## src/rtl/fare_pkg.sv

```systemverilog
// ---------------------------------------------------------------------------
// fare_pkg
// Shared types and constants for the fare card responder slice.
//   state_t     : responder FSM states (IDLE, LOOKUP, RESPOND)
//   admin_op_t  : admin command encoding (top-up, activate, deactivate, no-op)
//   FARE_CENTS / INIT_BAL_CENTS : default fare and power-up balance
//   cnt_width() : width of a down/up counter that must hold 0..max_val-1
// ---------------------------------------------------------------------------
package fare_pkg;

   typedef enum logic [1:0] {
      IDLE    = 2'd0,
      LOOKUP  = 2'd1,
      RESPOND = 2'd2
   } state_t;

   typedef enum logic [1:0] {
      ADM_TOPUP = 2'b00,
      ADM_ACT   = 2'b01,
      ADM_DEACT = 2'b10,
      ADM_NOP   = 2'b11
   } admin_op_t;

   localparam int FARE_CENTS     = 275;
   localparam int INIT_BAL_CENTS = 1000;

   // A counter that only ever holds values 0..max_val-1 needs clog2(max_val)
   // bits, but never less than one bit.
   function automatic int cnt_width(input int max_val);
      return (max_val > 1) ? $clog2(max_val) : 1;
   endfunction

endpackage

```

## src/rtl/fare_card_responder_if.sv

```systemverilog
// ---------------------------------------------------------------------------
// fare_card_responder_if
// Bundles the gate-side tap/response handshake and the admin command port
// of the fare card responder.
//   master : gate FSM / admin side (drives nfc, card_id, reduce_bal, admin_*)
//   slave  : responder side (drives card_active, fund_enough, resp_valid, busy)
// Parameters ID_W and BAL_W must match the responder's card count and
// balance width.
// ---------------------------------------------------------------------------
interface fare_card_responder_if #(
   parameter int ID_W  = 2,
   parameter int BAL_W = 16
);

   logic             nfc;
   logic [ID_W-1:0]  card_id;
   logic             card_active;
   logic             fund_enough;
   logic             resp_valid;
   logic             reduce_bal;
   logic             admin_valid;
   logic [1:0]       admin_op;
   logic [ID_W-1:0]  admin_id;
   logic [BAL_W-1:0] admin_amt;
   logic             busy;

   modport master (
      output nfc, card_id, reduce_bal,
      output admin_valid, admin_op, admin_id, admin_amt,
      input  card_active, fund_enough, resp_valid, busy
   );

   modport slave (
      input  nfc, card_id, reduce_bal,
      input  admin_valid, admin_op, admin_id, admin_amt,
      output card_active, fund_enough, resp_valid, busy
   );

endinterface

```

## src/rtl/fare_card_table.sv

```systemverilog
// ---------------------------------------------------------------------------
// fare_card_table
// Per-card account storage: one active bit and one unsigned balance per card.
//   clk, rst_n     : clock and async active-low reset (all cards active,
//                    every balance = INIT_BAL)
//   rd_id          : card looked up by the responder FSM
//   rd_active      : active bit of rd_id
//   rd_fund_ok     : balance of rd_id >= FARE
//   debit_en/_id   : subtract FARE from debit_id at the next edge
//   admin_*        : top-up / activate / deactivate / no-op command
// A debit and a top-up hitting the same card in one cycle are merged into a
// single saturating update: bal - FARE + amt, clipped at 2^BAL_W-1.
// ---------------------------------------------------------------------------
module fare_card_table
   import fare_pkg::*;
#(
   parameter int NUM_CARDS = 4,
   parameter int BAL_W     = 16,
   parameter int FARE      = FARE_CENTS,
   parameter int INIT_BAL  = INIT_BAL_CENTS,
   parameter int ID_W      = (NUM_CARDS > 1) ? $clog2(NUM_CARDS) : 1
) (
   input  logic             clk,
   input  logic             rst_n,
   input  logic [ID_W-1:0]  rd_id,
   output logic             rd_active,
   output logic             rd_fund_ok,
   input  logic             debit_en,
   input  logic [ID_W-1:0]  debit_id,
   input  logic             admin_valid,
   input  admin_op_t        admin_op,
   input  logic [ID_W-1:0]  admin_id,
   input  logic [BAL_W-1:0] admin_amt
);

   localparam int BW1 = BAL_W + 1;
   localparam logic [BAL_W:0]   FARE_EXT = BW1'(FARE);
   localparam logic [BAL_W-1:0] FARE_BAL = BAL_W'(FARE);

   logic             active_q [NUM_CARDS];
   logic             active_d [NUM_CARDS];
   logic [BAL_W-1:0] bal_q    [NUM_CARDS];
   logic [BAL_W-1:0] bal_d    [NUM_CARDS];
   logic [BAL_W:0]   sum      [NUM_CARDS];
   logic [BAL_W-1:0] rd_bal;

   // Read mux. Ids beyond NUM_CARDS read as an inactive, empty card.
   always_comb begin
      rd_active = 1'b0;
      rd_bal    = '0;
      for (int i = 0; i < NUM_CARDS; i++) begin
         if (rd_id == ID_W'(i)) begin
            rd_active = active_q[i];
            rd_bal    = bal_q[i];
         end
      end
      rd_fund_ok = (rd_bal >= FARE_BAL);
   end

   // Next-state arithmetic. The sum is one bit wider than a balance so the
   // top-up overflow shows up as the carry bit and can be clipped. The debit
   // never underflows because the FSM only debits after seeing
   // balance >= FARE, and nothing but debits lowers a balance.
   always_comb begin
      for (int i = 0; i < NUM_CARDS; i++) begin
         active_d[i] = active_q[i];
         sum[i]      = {1'b0, bal_q[i]};
         if (debit_en && (debit_id == ID_W'(i))) begin
            sum[i] = sum[i] - FARE_EXT;
         end
         if (admin_valid && (admin_id == ID_W'(i))) begin
            case (admin_op)
               ADM_TOPUP: sum[i]      = sum[i] + {1'b0, admin_amt};
               ADM_ACT:   active_d[i] = 1'b1;
               ADM_DEACT: active_d[i] = 1'b0;
               default:   ;
            endcase
         end
         bal_d[i] = sum[i][BAL_W] ? {BAL_W{1'b1}} : sum[i][BAL_W-1:0];
      end
   end

   // Account registers; reset re-enables every card with a fresh balance.
   always_ff @(posedge clk or negedge rst_n) begin
      if (!rst_n) begin
         for (int i = 0; i < NUM_CARDS; i++) begin
            active_q[i] <= 1'b1;
            bal_q[i]    <= BAL_W'(INIT_BAL);
         end
      end else begin
         for (int i = 0; i < NUM_CARDS; i++) begin
            active_q[i] <= active_d[i];
            bal_q[i]    <= bal_d[i];
         end
      end
   end

endmodule

```

## src/rtl/fare_card_responder.sv

```systemverilog
// ---------------------------------------------------------------------------
// fare_card_responder
// Card-side responder for the SkyTrain gate FSM. A rising edge on nfc starts
// a transaction: the card id is latched, the account is looked up after
// LOOKUP_LAT cycles and card_active / fund_enough are returned with a
// one-cycle resp_valid pulse. For DEBIT_TIMEOUT cycles after that pulse a
// reduce_bal request debits FARE from the card if both flags were set.
// Ports:
//   clk, rst_n         : clock, async active-low reset
//   bus (slave)        : nfc, card_id, card_active, fund_enough, resp_valid,
//                        reduce_bal, admin_valid/op/id/amt, busy
//   tap_cnt, deny_cnt  : saturating statistics, only when the macro
//                        FARE_TAP_STATS_EN is defined
// ---------------------------------------------------------------------------
module fare_card_responder
   import fare_pkg::*;
#(
   parameter int NUM_CARDS     = 4,
   parameter int BAL_W         = 16,
   parameter int FARE          = FARE_CENTS,
   parameter int INIT_BAL      = INIT_BAL_CENTS,
   parameter int LOOKUP_LAT    = 2,
   parameter int DEBIT_TIMEOUT = 4
) (
   input  logic        clk,
   input  logic        rst_n,
`ifdef FARE_TAP_STATS_EN
   output logic [15:0] tap_cnt,
   output logic [15:0] deny_cnt,
`endif
   fare_card_responder_if.slave bus
);

   localparam int ID_W  = (NUM_CARDS > 1) ? $clog2(NUM_CARDS) : 1;
   localparam int LAT_W = cnt_width(LOOKUP_LAT);
   localparam int WIN_W = cnt_width(DEBIT_TIMEOUT);

   state_t           state_q, state_d;
   logic             nfc_q, nfc_d;
   logic [ID_W-1:0]  id_q, id_d;
   logic [LAT_W-1:0] lat_cnt_q, lat_cnt_d;
   logic [WIN_W-1:0] win_cnt_q, win_cnt_d;
   logic             card_active_q, card_active_d;
   logic             fund_enough_q, fund_enough_d;
   logic             resp_valid_q, resp_valid_d;
   logic             debit_en;
   logic             nfc_edge;
   logic             rd_active;
   logic             rd_fund_ok;

   assign nfc_d    = bus.nfc;
   assign nfc_edge = bus.nfc & ~nfc_q;

   fare_card_table #(
      .NUM_CARDS (NUM_CARDS),
      .BAL_W     (BAL_W),
      .FARE      (FARE),
      .INIT_BAL  (INIT_BAL),
      .ID_W      (ID_W)
   ) u_table (
      .clk         (clk),
      .rst_n       (rst_n),
      .rd_id       (id_q),
      .rd_active   (rd_active),
      .rd_fund_ok  (rd_fund_ok),
      .debit_en    (debit_en),
      .debit_id    (id_q),
      .admin_valid (bus.admin_valid),
      .admin_op    (admin_op_t'(bus.admin_op)),
      .admin_id    (bus.admin_id),
      .admin_amt   (bus.admin_amt)
   );

   // Next-state / output logic.
   // In RESPOND the cycle carrying resp_valid is not part of the debit
   // window; the window is the DEBIT_TIMEOUT cycles that follow it.
   // The debit is granted from the registered flags, so later admin
   // commands (e.g. a deactivate) cannot revoke it.
   always_comb begin
      state_d       = state_q;
      id_d          = id_q;
      lat_cnt_d     = lat_cnt_q;
      win_cnt_d     = win_cnt_q;
      card_active_d = card_active_q;
      fund_enough_d = fund_enough_q;
      resp_valid_d  = 1'b0;
      debit_en      = 1'b0;
      case (state_q)
         IDLE: begin
            if (nfc_edge) begin
               id_d          = bus.card_id;
               card_active_d = 1'b0;
               fund_enough_d = 1'b0;
               lat_cnt_d     = LAT_W'(LOOKUP_LAT - 1);
               state_d       = LOOKUP;
            end
         end
         LOOKUP: begin
            if (lat_cnt_q == '0) begin
               card_active_d = rd_active;
               fund_enough_d = rd_fund_ok;
               resp_valid_d  = 1'b1;
               win_cnt_d     = '0;
               state_d       = RESPOND;
            end else begin
               lat_cnt_d = lat_cnt_q - 1'b1;
            end
         end
         RESPOND: begin
            if (!resp_valid_q) begin
               if (bus.reduce_bal) begin
                  debit_en = card_active_q & fund_enough_q;
                  state_d  = IDLE;
               end else if (win_cnt_q == WIN_W'(DEBIT_TIMEOUT - 1)) begin
                  state_d = IDLE;
               end else begin
                  win_cnt_d = win_cnt_q + 1'b1;
               end
            end
         end
         default: state_d = IDLE;
      endcase
   end

   // FSM and response registers. Reset drops any transaction in flight.
   always_ff @(posedge clk or negedge rst_n) begin
      if (!rst_n) begin
         state_q       <= IDLE;
         nfc_q         <= 1'b0;
         id_q          <= '0;
         lat_cnt_q     <= '0;
         win_cnt_q     <= '0;
         card_active_q <= 1'b0;
         fund_enough_q <= 1'b0;
         resp_valid_q  <= 1'b0;
      end else begin
         state_q       <= state_d;
         nfc_q         <= nfc_d;
         id_q          <= id_d;
         lat_cnt_q     <= lat_cnt_d;
         win_cnt_q     <= win_cnt_d;
         card_active_q <= card_active_d;
         fund_enough_q <= fund_enough_d;
         resp_valid_q  <= resp_valid_d;
      end
   end

   assign bus.card_active = card_active_q;
   assign bus.fund_enough = fund_enough_q;
   assign bus.resp_valid  = resp_valid_q;
   assign bus.busy        = (state_q != IDLE);

`ifdef FARE_TAP_STATS_EN
   logic [15:0] tap_cnt_q, tap_cnt_d;
   logic [15:0] deny_cnt_q, deny_cnt_d;

   // Statistics: taps are counted when accepted, denials when the response
   // is registered; both stick at all-ones instead of wrapping.
   always_comb begin
      tap_cnt_d  = tap_cnt_q;
      deny_cnt_d = deny_cnt_q;
      if ((state_q == IDLE) && nfc_edge && (tap_cnt_q != 16'hFFFF)) begin
         tap_cnt_d = tap_cnt_q + 16'd1;
      end
      if (resp_valid_d && !(card_active_d && fund_enough_d) &&
          (deny_cnt_q != 16'hFFFF)) begin
         deny_cnt_d = deny_cnt_q + 16'd1;
      end
   end

   always_ff @(posedge clk or negedge rst_n) begin
      if (!rst_n) begin
         tap_cnt_q  <= 16'd0;
         deny_cnt_q <= 16'd0;
      end else begin
         tap_cnt_q  <= tap_cnt_d;
         deny_cnt_q <= deny_cnt_d;
      end
   end

   assign tap_cnt  = tap_cnt_q;
   assign deny_cnt = deny_cnt_q;
`endif

endmodule

```

## src/flat_wrapper.sv

```systemverilog
// flat-port wrapper written by rule: the top's interface ports become plain ports
module fare_card_responder_flat import fare_pkg::*;
#(
   parameter int NUM_CARDS     = 4,
   parameter int BAL_W         = 16,
   parameter int FARE          = FARE_CENTS,
   parameter int INIT_BAL      = INIT_BAL_CENTS,
   parameter int LOOKUP_LAT    = 2,
   parameter int DEBIT_TIMEOUT = 4
)
  (clk, rst_n, bus_nfc, bus_card_id, bus_reduce_bal, bus_admin_valid, bus_admin_op, bus_admin_id, bus_admin_amt, bus_card_active, bus_fund_enough, bus_resp_valid, bus_busy);
  fare_card_responder_if #(.ID_W(2), .BAL_W(BAL_W)) bus_i ();
  input  logic clk;
  input  logic rst_n;
  input wire logic [$bits(bus_i.nfc)-1:0] bus_nfc;
  input wire logic [$bits(bus_i.card_id)-1:0] bus_card_id;
  input wire logic [$bits(bus_i.reduce_bal)-1:0] bus_reduce_bal;
  input wire logic [$bits(bus_i.admin_valid)-1:0] bus_admin_valid;
  input wire logic [$bits(bus_i.admin_op)-1:0] bus_admin_op;
  input wire logic [$bits(bus_i.admin_id)-1:0] bus_admin_id;
  input wire logic [$bits(bus_i.admin_amt)-1:0] bus_admin_amt;
  output wire logic [$bits(bus_i.card_active)-1:0] bus_card_active;
  output wire logic [$bits(bus_i.fund_enough)-1:0] bus_fund_enough;
  output wire logic [$bits(bus_i.resp_valid)-1:0] bus_resp_valid;
  output wire logic [$bits(bus_i.busy)-1:0] bus_busy;
  assign bus_i.nfc = bus_nfc;
  assign bus_i.card_id = bus_card_id;
  assign bus_i.reduce_bal = bus_reduce_bal;
  assign bus_i.admin_valid = bus_admin_valid;
  assign bus_i.admin_op = bus_admin_op;
  assign bus_i.admin_id = bus_admin_id;
  assign bus_i.admin_amt = bus_admin_amt;
  assign bus_card_active = bus_i.card_active;
  assign bus_fund_enough = bus_i.fund_enough;
  assign bus_resp_valid = bus_i.resp_valid;
  assign bus_busy = bus_i.busy;
  fare_card_responder #(.NUM_CARDS(NUM_CARDS), .BAL_W(BAL_W), .FARE(FARE), .INIT_BAL(INIT_BAL), .LOOKUP_LAT(LOOKUP_LAT), .DEBIT_TIMEOUT(DEBIT_TIMEOUT)) u_core (.clk(clk), .rst_n(rst_n), .bus(bus_i));
endmodule
```

## config.mk

```make
export PLATFORM = sky130hd
export DESIGN_NAME = fare_card_responder_flat
export DESIGN_NICKNAME = d
export VERILOG_FILES = /design/src/rtl/fare_pkg.sv /design/src/rtl/fare_card_responder_if.sv /design/src/rtl/fare_card_table.sv /design/src/rtl/fare_card_responder.sv /design/src/flat_wrapper.sv
export SDC_FILE = /design/constraint.sdc
export NUM_CORES = 1
export LEC_CHECK = 0
export ABC_AREA = 1
export CAP_MARGIN = 20
export CORE_ASPECT_RATIO = 0.5
export CORE_MARGIN = 2
export CORE_UTILIZATION = 60
export CTS_BUF_LIST = sky130_fd_sc_hd__clkbuf_4
export CTS_CLUSTER_DIAMETER = 40
export CTS_CLUSTER_SIZE = 24
export DETAILED_ROUTE_END_ITERATION = 10
export GPL_TIMING_DRIVEN = 1
export PLACE_DENSITY = 0.85
export SKIP_CTS_REPAIR_TIMING = 1
export SLEW_MARGIN = 20
export SYNTH_ARGS = -nofsm -noshare
export SYNTH_HDL_FRONTEND = slang
export SYNTH_SLANG_ARGS = --single-unit
```

## constraint.sdc

```tcl
create_clock -name clk -period 4.3 [get_ports clk]
set_clock_uncertainty 0.2 [all_clocks]
set_input_delay 0.43 -clock clk [delete_from_list [all_inputs] [get_ports clk]]
set_output_delay 0.43 -clock clk [all_outputs]
set_load 0.05 [all_outputs]
```

==> summary.txt <==
Synth Flop Type -> dfrtp_1
Data required, critical path -> 4.46 ns
top cells by count, synth -> nand2_1 (558), inv_1 (246), nand3_1 (167)
CP Capture Type -> flip-flop
R2R cell count -> 16
Syn. warnings -> 0
Setup TNS Final -> 0 ns
WP data arrival -> 3.80 ns
clock tree buffer depth -> 2
count leader, synth -> nand2_1
# diodes -> 0
post-synth top area share -> 0.219
# fillers -> 1,455
HPWL after DPL -> 23,200 µm
dpl ws -> 0.337 ns
largest area contributor in the netlist -> nand2_1
CTS root buffer -> clkbuf_4
vias in the first global route -> 9,619
M2 GR Usage -> 0.549
most used routing layer -> met2
Startpoint Class -> flip-flop
Slowest-stage cell, CP -> o21ai_0
CP Max Fanout -> 16
worst stage delay on the critical path -> 0.52 ns
grt met1 use -> 0.495
Bufs and invs on worst path -> 2
cell row count -> 32
average size of a mapped cell -> 5.98 µm²
critical path depth -> 16
Post-synth EDFFs -> 0
run status -> finished, final reports clean
Placed Area -> 10,000 µm²
flops & latches, synth -> 79
post-route clock period utilization -> 0.847
Rel. slew slack -> 0.313
Cells after Synth -> 1,597
min-delay worst type -> primary input to flip-flop
CP delay by family, top -> simple AND/OR/NAND/NOR gates
routed wire length -> 29,000 µm
CTS sink count -> 79
clk slew on worst S/H paths -> 0.15 ns
area delta synth->final -> 6.18%
chip height -> 93.2 µm
routed len/inst -> 15.8 µm
layout cells sized above 1 -> 0.0589
max_cap viols -> 0
Mapped Area -> 9560 µm²
Power Dens Cells -> 654 nW/µm²
RSZ-0062 raised after global routing -> false
GPL Wtd Cong -> 0.981
Distinct cells, synth -> 50
setup ws final -> 0.659 ns
Max H-tree Level -> 3
CTS Buf Count -> 9
setup violators final -> 0
fmax -> 275 MHz
sequential area share after synthesis -> 0.211
drt drc -> 0
Starting DRT DRC Count -> 1,016
cell mode on critical path -> nand2_1
Die Wd -> 182 µm
syn_nets -> 1,699
CTS tree -> yes
Slew Viols, Final -> 0
GRT Resource Usage Total -> 0.356
crit path capture -> u_core.u_table.bal_q[6]
initial antenna violation count -> 1
IO Port Bufs -> 30
Core ar. -> 15,500 µm²
Slew @ Worst Pin -> 1.02 ns
Worst Setup SP -> u_core.bus.card_active
Detailed Routing Iterations Pass 1 -> 6
Post-synth ARST share -> 1.00
final worst path period need -> 3.64 ns
critical path cell sequence -> nand2_1 -> nor2_4 -> nand4_2 -> o21ai_0 -> inv_1 -> fa_1 -> inv_1 -> nand2_1 -> nand3_1 -> nand3_1 -> nand2_1 -> nand2_1 -> nand2_1 -> nand3_1 -> nand2_2 -> nand3_1
vias per cell -> 5.74
reg-to-reg startpoint -> u_core.bus.card_active
R2R Setup Slk -> 0.66 ns
Max VDD drop -> 0.252 mV
total grt overflow -> 0
die footprint -> 17,000 µm²
first-pass GRT wire length -> 47,600 µm
fin area -> 10,100 µm²
worst skew pair latency -> 0.46 ns
Starting Density -> 0.617
via count -> 10,500
Setup CP Type -> flip-flop to flip-flop
reg-to-reg critical path endpoint -> u_core.u_table.bal_q[6]
# nets final -> 1,727
largest net degree at the start of global routing -> 80
Lkg Pwr -> 5.54 nW
final hold violation count -> 0
Synth area leaders -> nand2_1 (22%), dfrtp_1 (13%), inv_1 (9.7%), ha_1 (9.3%), nand3_1 (8.7%)
number of top-level pins -> 31
Total Power -> 6.63 mW
global-route track usage on met3 -> 0.0853
post-route antenna net violation count -> 0
[cells in the final DEF (no fill, tap or decap), types with 28 or more instances in the layout]
master | netlist | routed
a21oi_1 | 78 | 78
clkdlybuf4s50_1 | 0 | 29
dfrtp_1 | 51 | 51
dfstp_2 | 28 | 28
ha_1 | 71 | 71
inv_1 | 246 | 246
nand2_1 | 558 | 558
nand3_1 | 167 | 167
nor2_1 | 122 | 122
o21ai_0 | 66 | 66
xor2_1 | 32 | 32
[final cells by class]
| cell class | instances | area [µm²] | share of cell area |
|---|---|---|---|
| Clock inverter | 7 | 60.1 | 0.00592 |
| Multi-Input combinational cell | 1245 | 6440 | 0.635 |
| Clock buffer | 9 | 67.6 | 0.00666 |
| Inverter | 253 | 955 | 0.0941 |
| Sequential cell | 79 | 2010 | 0.198 |
| Timing Repair Buffer | 37 | 353 | 0.0348 |
| Tap cell | 204 | 255 | 0.0252 |
[through the flow]
step	utilization	cells	hold slack, ns
after floorplan	-	1597	-0.0656
after global placement	0.646	1817	0.265
after detailed placement	0.646	1817	0.284
after CTS	0.654	1833	-0.0517
after global routing	0.655	1834	0.210
final	0.655	1834	0.224
[where the power goes]
group	total [mW]	switching, mW	internal [mW]
clock	0.448	0.315	0.132
combinational	4.61	3.04	1.57
sequential	1.58	0.400	1.18
total	6.63	3.76	2.88
[metal layers]
layer,part of all wire,vias up
li1,-,5140
met1,0.45,4791
met2,0.41,519
met3,0.11,74
met4,0.030,0
met5,0,-
[sequential cells by signal (all words and copies together) (netlist names)]
register,count
u_core.u_table.bal_q,64
u_core.u_table.active_q,4
u_core.id_q,2
u_core.state_q,2
u_core.win_cnt_q,2
u_core.bus.card_active,1
u_core.bus.fund_enough,1
u_core.bus.resp_valid,1
u_core.lat_cnt_q,1
u_core.nfc_q,1
[kinds of logic (layout without fill, tap and decap cells)]
family / count (synthesis) / in the layout / synth area share
XOR/XNOR: 44 / 44 / 0.0411
AO/OA/AOI/OAI: 167 / 167 / 0.0931
adder cells (fa/ha/maj): 75 / 75 / 0.101
AND/OR/NAND/NOR: 959 / 959 / 0.439
buffers and inverters: 273 / 306 / 0.115
flip-flops: 79 / 79 / 0.211
[worst min-delay path by stage]
stage / startpoint / endpoint / slack (ns) / depth (start not counted)
floorplan: rst_n / u_core.bus.card_active / -0.07 / 0
global placement: u_core.lat_cnt_q / u_core.state_q[0] / 0.26 / 2
detailed placement: u_core.u_table.active_q[1] / u_core.u_table.active_q[1] / 0.28 / 2
CTS: rst_n / u_core.u_table.bal_q[47] / -0.05 / 1
global route: bus_nfc / u_core.nfc_q / 0.21 / 1
finish: bus_nfc / u_core.nfc_q / 0.22 / 1
Note: power is estimated with default switching activity, not from simulation.
